===== config.mk =====
export PLATFORM = sky130hd
export DESIGN_NAME = jk_state_seq
export DESIGN_NICKNAME = d
export VERILOG_FILES = /design/src/rtl/jk_pkg.sv /design/src/rtl/jk_hist_buf.sv /design/src/rtl/jk_state_seq.sv
export SDC_FILE = /design/constraint.sdc
export NUM_CORES = 1
export LEC_CHECK = 0
export BUFFER_PORTS_ARGS = -buffer_cell sky130_fd_sc_hd__buf_2
export CELL_PAD_IN_SITES_DETAIL_PLACEMENT = 1
export CELL_PAD_IN_SITES_GLOBAL_PLACEMENT = 1
export CORE_UTILIZATION = 35
export DETAILED_ROUTE_END_ITERATION = 7
export MAX_ROUTING_LAYER = met4
export PLACE_DENSITY_LB_ADDON = 0.1
export SLEW_MARGIN = 10
export SYNTH_ARGS = -nofsm -noshare
export SYNTH_HDL_FRONTEND = slang
export SYNTH_SLANG_ARGS = --single-unit

===== constraint.sdc =====
create_clock -name i_clk -period 2.38 [get_ports i_clk]
set_input_delay 0.119 -clock i_clk [delete_from_list [all_inputs] [get_ports i_clk]]
set_output_delay 0.119 -clock i_clk [all_outputs]
set_load 0.005 [all_outputs]

===== src/rtl/jk_pkg.sv =====
// rtl/jk_pkg.sv - shared defaults and history FSM state type for jk_state_seq
package jk_pkg;
  localparam int HIST_W_DEF = 8;
  localparam int CNT_W_DEF  = 8;

  typedef enum logic {
    EMPTY = 1'b0,
    FULL  = 1'b1
  } hist_state_e;
endpackage


===== src/rtl/jk_hist_buf.sv =====
// rtl/jk_hist_buf.sv - z history shift register, sample counter and one-word output buffer
module jk_hist_buf
  import jk_pkg::*;
#(
  parameter int HIST_W = HIST_W_DEF
) (
  input  logic              i_clk,
  input  logic              i_rst,
  input  logic              i_step,
  input  logic              i_z,
  input  logic              i_ready,
  output logic [HIST_W-1:0] o_data,
  output logic              o_valid,
  output logic              o_ovf
);
  localparam int SC_W = (HIST_W > 1) ? $clog2(HIST_W) : 1;
  localparam logic [SC_W-1:0] LAST = SC_W'(HIST_W - 1);

  logic [HIST_W-1:0] r_shift;
  logic [SC_W-1:0]   r_scnt;
  logic [HIST_W-1:0] r_data;
  logic              r_ovf;
  hist_state_e       r_state;

  hist_state_e       w_state_nxt;
  logic [HIST_W-1:0] w_word;
  logic              w_done;
  logic              w_load;
  logic              w_drop;

  // The completed word includes the sample being taken on this edge.
  assign w_word = {r_shift[HIST_W-2:0], i_z};
  assign w_done = i_step && (r_scnt == LAST);

  always_ff @(posedge i_clk) begin
    if (i_rst) begin
      r_shift <= '0;
      r_scnt  <= '0;
    end else if (i_step) begin
      r_shift <= w_word;
      r_scnt  <= w_done ? '0 : r_scnt + SC_W'(1);
    end
  end

  always_comb begin
    w_state_nxt = r_state;
    w_load      = 1'b0;
    w_drop      = 1'b0;
    case (r_state)
      EMPTY: begin
        if (w_done) begin
          w_state_nxt = FULL;
          w_load      = 1'b1;
        end
      end
      FULL: begin
        if (i_ready) begin
          w_state_nxt = w_done ? FULL : EMPTY;
          w_load      = w_done;
        end else if (w_done) begin
          w_drop = 1'b1;
        end
      end
      default: w_state_nxt = EMPTY;
    endcase
  end

  always_ff @(posedge i_clk) begin
    if (i_rst) begin
      r_state <= EMPTY;
      r_data  <= '0;
      r_ovf   <= 1'b0;
    end else begin
      r_state <= w_state_nxt;
      if (w_load) r_data <= w_word;
      if (w_drop) r_ovf <= 1'b1;
    end
  end

  assign o_data  = r_data;
  assign o_valid = (r_state == FULL);
  assign o_ovf   = r_ovf;
endmodule


===== src/rtl/jk_state_seq.sv =====
// rtl/jk_state_seq.sv - JK present-state register, saturating z counter and z history stream
module jk_state_seq
  import jk_pkg::*;
#(
  parameter int HIST_W = HIST_W_DEF,
  parameter int CNT_W  = CNT_W_DEF
) (
  input  logic              i_clk,
  input  logic              i_rst,
  input  logic              i_en,
  input  logic              i_ld,
  input  logic              i_ld_a,
  input  logic              i_ld_b,
  input  logic              i_aout,
  input  logic              i_bout,
  input  logic              i_z,
  input  logic              i_hist_ready,
  output logic              o_a,
  output logic              o_b,
  output logic [CNT_W-1:0]  o_z_cnt,
  output logic [HIST_W-1:0] o_hist_data,
  output logic              o_hist_valid,
  output logic              o_hist_ovf
);
  logic             r_a;
  logic             r_b;
  logic [CNT_W-1:0] r_z_cnt;
  logic             w_step;

  // A load preempts stepping, so it never samples z or touches the history.
  assign w_step = i_en && !i_ld;

  always_ff @(posedge i_clk) begin
    if (i_rst) begin
      r_a     <= 1'b0;
      r_b     <= 1'b0;
      r_z_cnt <= '0;
    end else if (i_ld) begin
      r_a <= i_ld_a;
      r_b <= i_ld_b;
    end else if (w_step) begin
      r_a <= i_aout;
      r_b <= i_bout;
      if (i_z && (r_z_cnt != {CNT_W{1'b1}})) r_z_cnt <= r_z_cnt + CNT_W'(1);
    end
  end

  jk_hist_buf #(
    .HIST_W (HIST_W)
  ) u_hist (
    .i_clk   (i_clk),
    .i_rst   (i_rst),
    .i_step  (w_step),
    .i_z     (i_z),
    .i_ready (i_hist_ready),
    .o_data  (o_hist_data),
    .o_valid (o_hist_valid),
    .o_ovf   (o_hist_ovf)
  );

  assign o_a     = r_a;
  assign o_b     = r_b;
  assign o_z_cnt = r_z_cnt;
endmodule

Yosys cells after proc, flatten, opt, wreduce, memory -nomap -nowiden
Index checks and enable logic that the tools add are counted.
Word-level totals
  register bits: 30
  output and inout bits: 20
  logic and storage cells: 32
Operators by class
  add/subtract/negate cells: 2
  equal/unequal tests: 2
  multiplexer cells: 12
  bitwise operators: 2
  reduce and logical (&&, ||, !) cells: 6
Operator list (number)
  two-way mux 1 bit: 9
  adder 8 x 1 -> 8 bit, second input constant: 1
  inequality test 8 bit, second input constant: 1
  case mux 1 bit (2 select lines): 2
  adder 3 x 1 -> 3 bit, second input constant: 1
  == test 3 bit, second input constant: 1
  logical AND 1 bit: 3
  two-way mux 3 bit: 1
  AND reduction 3 bit: 1
  inverter 1 bit: 2
  nonzero test 2 bit: 1
  zero test 1 bit: 1

Logic depth before layout (Yosys ltp)
  word-level depth: 6
  depth in mapped cells: 6
  mapped depth without buffers: 5

Modules after synthesis
From an unflattened synthesis, not the netlist that was laid out.
Unflattened totals
  cell total of the unflattened synthesis: 137
  area, all modules: 1402.6 um^2
By module, submodules not included
  jk_hist_buf: instances 1, cells each 80, area each 862.1 um^2, seq. area each 400.4 um^2
  jk_state_seq: instances 1, cells each 57, area each 540.5 um^2, seq. area each 200.2 um^2

Worst setup path after synthesis
Ideal clock, no wire load.
  path kind: reg-to-reg
  start point: reg r_z_cnt[0] (netlist: o_z_cnt[0])
  end point: reg r_z_cnt[7] (netlist: o_z_cnt[7])
  library setup time: 128 ps
  data arrival time: 1344 ps
  path slack: 909 ps
  cell stages (with the launch flop): 6
  buffers on the path: 0
  cells stage by stage: dfxtp_1 ha_1 and3_1 a2111oi_4 xnor2_1 nor2_1
On the way
  cells in the longest elaborated chain, start to end: 3
  elaborated cells between the ends (all ways): 4
Ends and longest elaborated chain
  from (decl): RTL line jk_state_seq.sv:27  | logic [CNT_W-1:0] r_z_cnt;
  from (signal assigned): RTL line jk_state_seq.sv:44  | if (i_z && (r_z_cnt != {CNT_W{1'b1}})) r_z_cnt <= r_z_cnt + CNT_W'(1);
  branches (longest 3 deep; another with adder 8 x 1 -> 8 bit)
Several ways; the timed one is not identified.
A chain may end at the register's enable or synchronous reset.

Worst setup path after layout
Same ends and word-level chain as after synthesis.

==> impl_metrics.toml <==
[run_status]
status = "finished clean"

[sta]
worst_clock_skew_ns = 0.004294
setup_slack_ns = 0.7730
relSlewSlack = 0.6302
drv_slew = 0
hold_viol = 0
grt_setup_unrepaired = "no"
max_slew.worst_pin.slew_ns = 0.5548
finalSetupViolCount = 0
max_freq_mhz = 622.3
finalSetupTns_ns = 0
fin_crit_sh = 0.6752
post-route-min-period_ns = 1.607

[synthesis]
syn-num-nets = 147
yosysMostFrequentCell = "dfxtp_1"
ys_top_cells_by_count = "dfxtp_1, nor2_1, nand2_1"
yosys.cell_types.count = 28
synth_simple_gate_area_frac = 0.2092
synthesis.area_um2 = 1226
synth_area_leader_cell = "dfxtp_1"
synth-seq-area-share = 0.4898
synth_mux_area_frac = 0.08980
synth_ff_type = "dfxtp_1"
synth_top_family_by_area = "simple AND/OR/NAND/NOR gates"
synthAdderAreaFrac = 0.03061
ys_warn_count = 0
synth_compound_area_frac = 0.1184
postSynthCellCount = 134
ys_ff_latch = 30
synth_area_leaders = "dfxtp_1, mux2i_1, nor2_1"
avgSynthCellArea_um2 = 9.151
yosysTopAreaCellShare = 0.4898
synth_edf_count = 0
async_reset_ff_frac = 0
yosys.area_share.xor_xnor = 0.03571

[worst_setup_path]
worstSetupStartpoint = "o_z_cnt[0]$_SDFFE_PP0P_"
r2r_slack_ns = 0.77
path_max_fanout = 5
reg2reg_depth = 5
required_ns = 2.58
path_class = "reg -> reg"
startpoint_type = "register"
endpoint = "o_z_cnt[7]$_SDFFE_PP0P_"
end_kind = "register"
timing.rr.start = "o_z_cnt[0]$_SDFFE_PP0P_"
timing.rr.end = "o_z_cnt[7]$_SDFFE_PP0P_"
worstPathArrival_ns = 1.81

[detailed_routing]
antenna_left = 0
finalWirelength_um = 2655
wire_per_inst_um = 12.52
drt_iter0_drc = 33
firstDrtPassIters = 4
num_vias = 1042
vias_per_cell = 4.915
drc = 0

[clock_network]
clock_latency_ns = 0.32
cts_made_buffers = 5
cts_resized = 0
cts_setup_buffers = 0
clk_pin_slew_ns = 0.09
cts_tree = "yes"
cts_sinks = 30
holdBufCountCts = 0
root_buffer = "clkbuf_4"
cts-htree-levels = 2
cts_buffer_depth = 2

[floorplanning]
dieArea_um2 = 3744
initial_utilization = 0.3675
die_w_um = 61.19
row_count = 21
ios = 30
fp.dieH_um = 61.19
coreArea_um2 = 3337

[placed_design]
dp_hpwl_um = 1899
pre_cts_ws_ns = 0.7922
routabilityCongestion = 0.7677
port_buffers = 29
place_inst = 204
place_area_um2 = 1415

[finish]
area_growth_pct = 20.31
final_area_um2 = 1475
antenna_cells = 0
fillers = 415
stdcell_count = 212
drive_gt1_frac = 0.2410
nets = 178
seqCellArea_um2 = 600.6
multiInputGateArea_um2 = 593.1

[global_route]
grt.total_usage = 0.1660
grt_pass1_vias = 915
antenna_found_initial = 0
grt_max_degree = 31
grt_pass1_wl_um = 4243
gr-total-overflow = 0

[pwr]
leakagePower_nw = 0.5963
powerDensity_nw_per_um2 = 591.3
switching_share = 0.2331
intPower_mw = 0.6689
p_seq_frac = 0.588
combPwrFrac = 0.054
net-switching-power_mw = 0.2034
clkPwrFrac = 0.358
ir_drop_uv = 238.8

[flow_run]
maxCapViolCount = 0

[worst_hold_path]
hp-class = "in -> reg"
## worst min path at each step
| stage | from | slack, ns | cells past startpoint | to |
|---|---|---|---|---|
| after floorplan | i_ld | 0.26 | 2 | o_a$_SDFFE_PP0P_ |
| after global placement | i_ld_b | 0.36 | 3 | o_b$_SDFFE_PP0P_ |
| after detailed placement | i_ld_b | 0.37 | 3 | o_b$_SDFFE_PP0P_ |
| after CTS | i_ld_b | 0.02 | 3 | o_b$_SDFFE_PP0P_ |
| after global routing | i_ld_b | 0.02 | 3 | o_b$_SDFFE_PP0P_ |
| final | i_ld_a | 0.03 | 3 | o_a$_SDFFE_PP0P_ |
## registers in the layout (all words and copies together) (netlist names)
signal / count
o_a: 1
o_b: 1
o_z_cnt: 8
u_hist.o_data: 8
u_hist.o_ovf: 1
u_hist.o_valid: 1
u_hist.r_scnt: 3
u_hist.r_shift: 7
## critical path: stages (launching register included)
cell and delay [ns]:
dfxtp_1 0.37, ha_1 0.25, and3_1 0.27, a2111oi_4 0.38, xnor2_1 0.15, nor2_1 0.06
## power by group through the flow
| stage | Clock [mW] | Sequential (mW) | Combinational [mW] |
|---|---|---|---|
| 5_1_grt | 0.354 | 0.515 | 0.0528 |
| 3_3_place_gp | 0 | 0.524 | 0.0461 |
| 2_1_floorplan | 0 | 0.524 | 0.0262 |
| 3_5_place_dp | 0 | 0.525 | 0.0474 |
| 4_1_cts | 0.325 | 0.513 | 0.0474 |
| 6_report | 0.312 | 0.513 | 0.0469 |
## metrics by stage
step                      power, mW  hold WS [ns]    util
final                        0.8722       0.02815  0.4421
after global routing         0.9209       0.01767  0.4421
after CTS                    0.8859       0.01941  0.4421
after detailed placement     0.5723        0.3688  0.4241
after global placement       0.5703        0.3625  0.4241
after floorplan              0.5502        0.2576       -
## layout by cell type (no fill, tap or decap), types with 3 or more instances in the layout
| master | Yosys | routed |
|---|---|---|
| dfxtp_1 | 30 | 30 |
| buf_2 | 2 | 29 |
| nor2_1 | 21 | 21 |
| nand2_1 | 18 | 18 |
| a21oi_1 | 14 | 14 |
| mux2i_1 | 11 | 11 |
| clkbuf_4 | 0 | 5 |
| xnor2_1 | 4 | 4 |
| a211oi_1 | 3 | 3 |
| ha_1 | 3 | 3 |
## layout make-up
class / instances / area share
tap: 46 / 0.03902
multi-input combinational: 96 / 0.4020
clock buffer: 7 / 0.03732
clock inverter: 1 / 0.003393
sequential: 30 / 0.4071
timing repair buffer: 31 / 0.1086
inverter: 1 / 0.002545
## logic make-up (layout without fill, tap and decap cells)
kind of cell | after synthesis | after routing
adders and majority gates | 3 | 3
xor gates and xnor gates | 5 | 5
buffers and inverters | 8 | 40
and+or+nand+nor | 55 | 55
DFF | 30 | 30
muxes | 11 | 11
AOI/OAI and AO/OA | 22 | 22
## layer usage
layer  share of wire  vias up  GRT usage
met1            0.45      491     0.1826
met2            0.49       21     0.2640
li1                -      525          -
met3           0.045        5    0.06933
met4           0.018        0    0.06818
met5               0        -          -
Power figures use the tool's default switching activity.
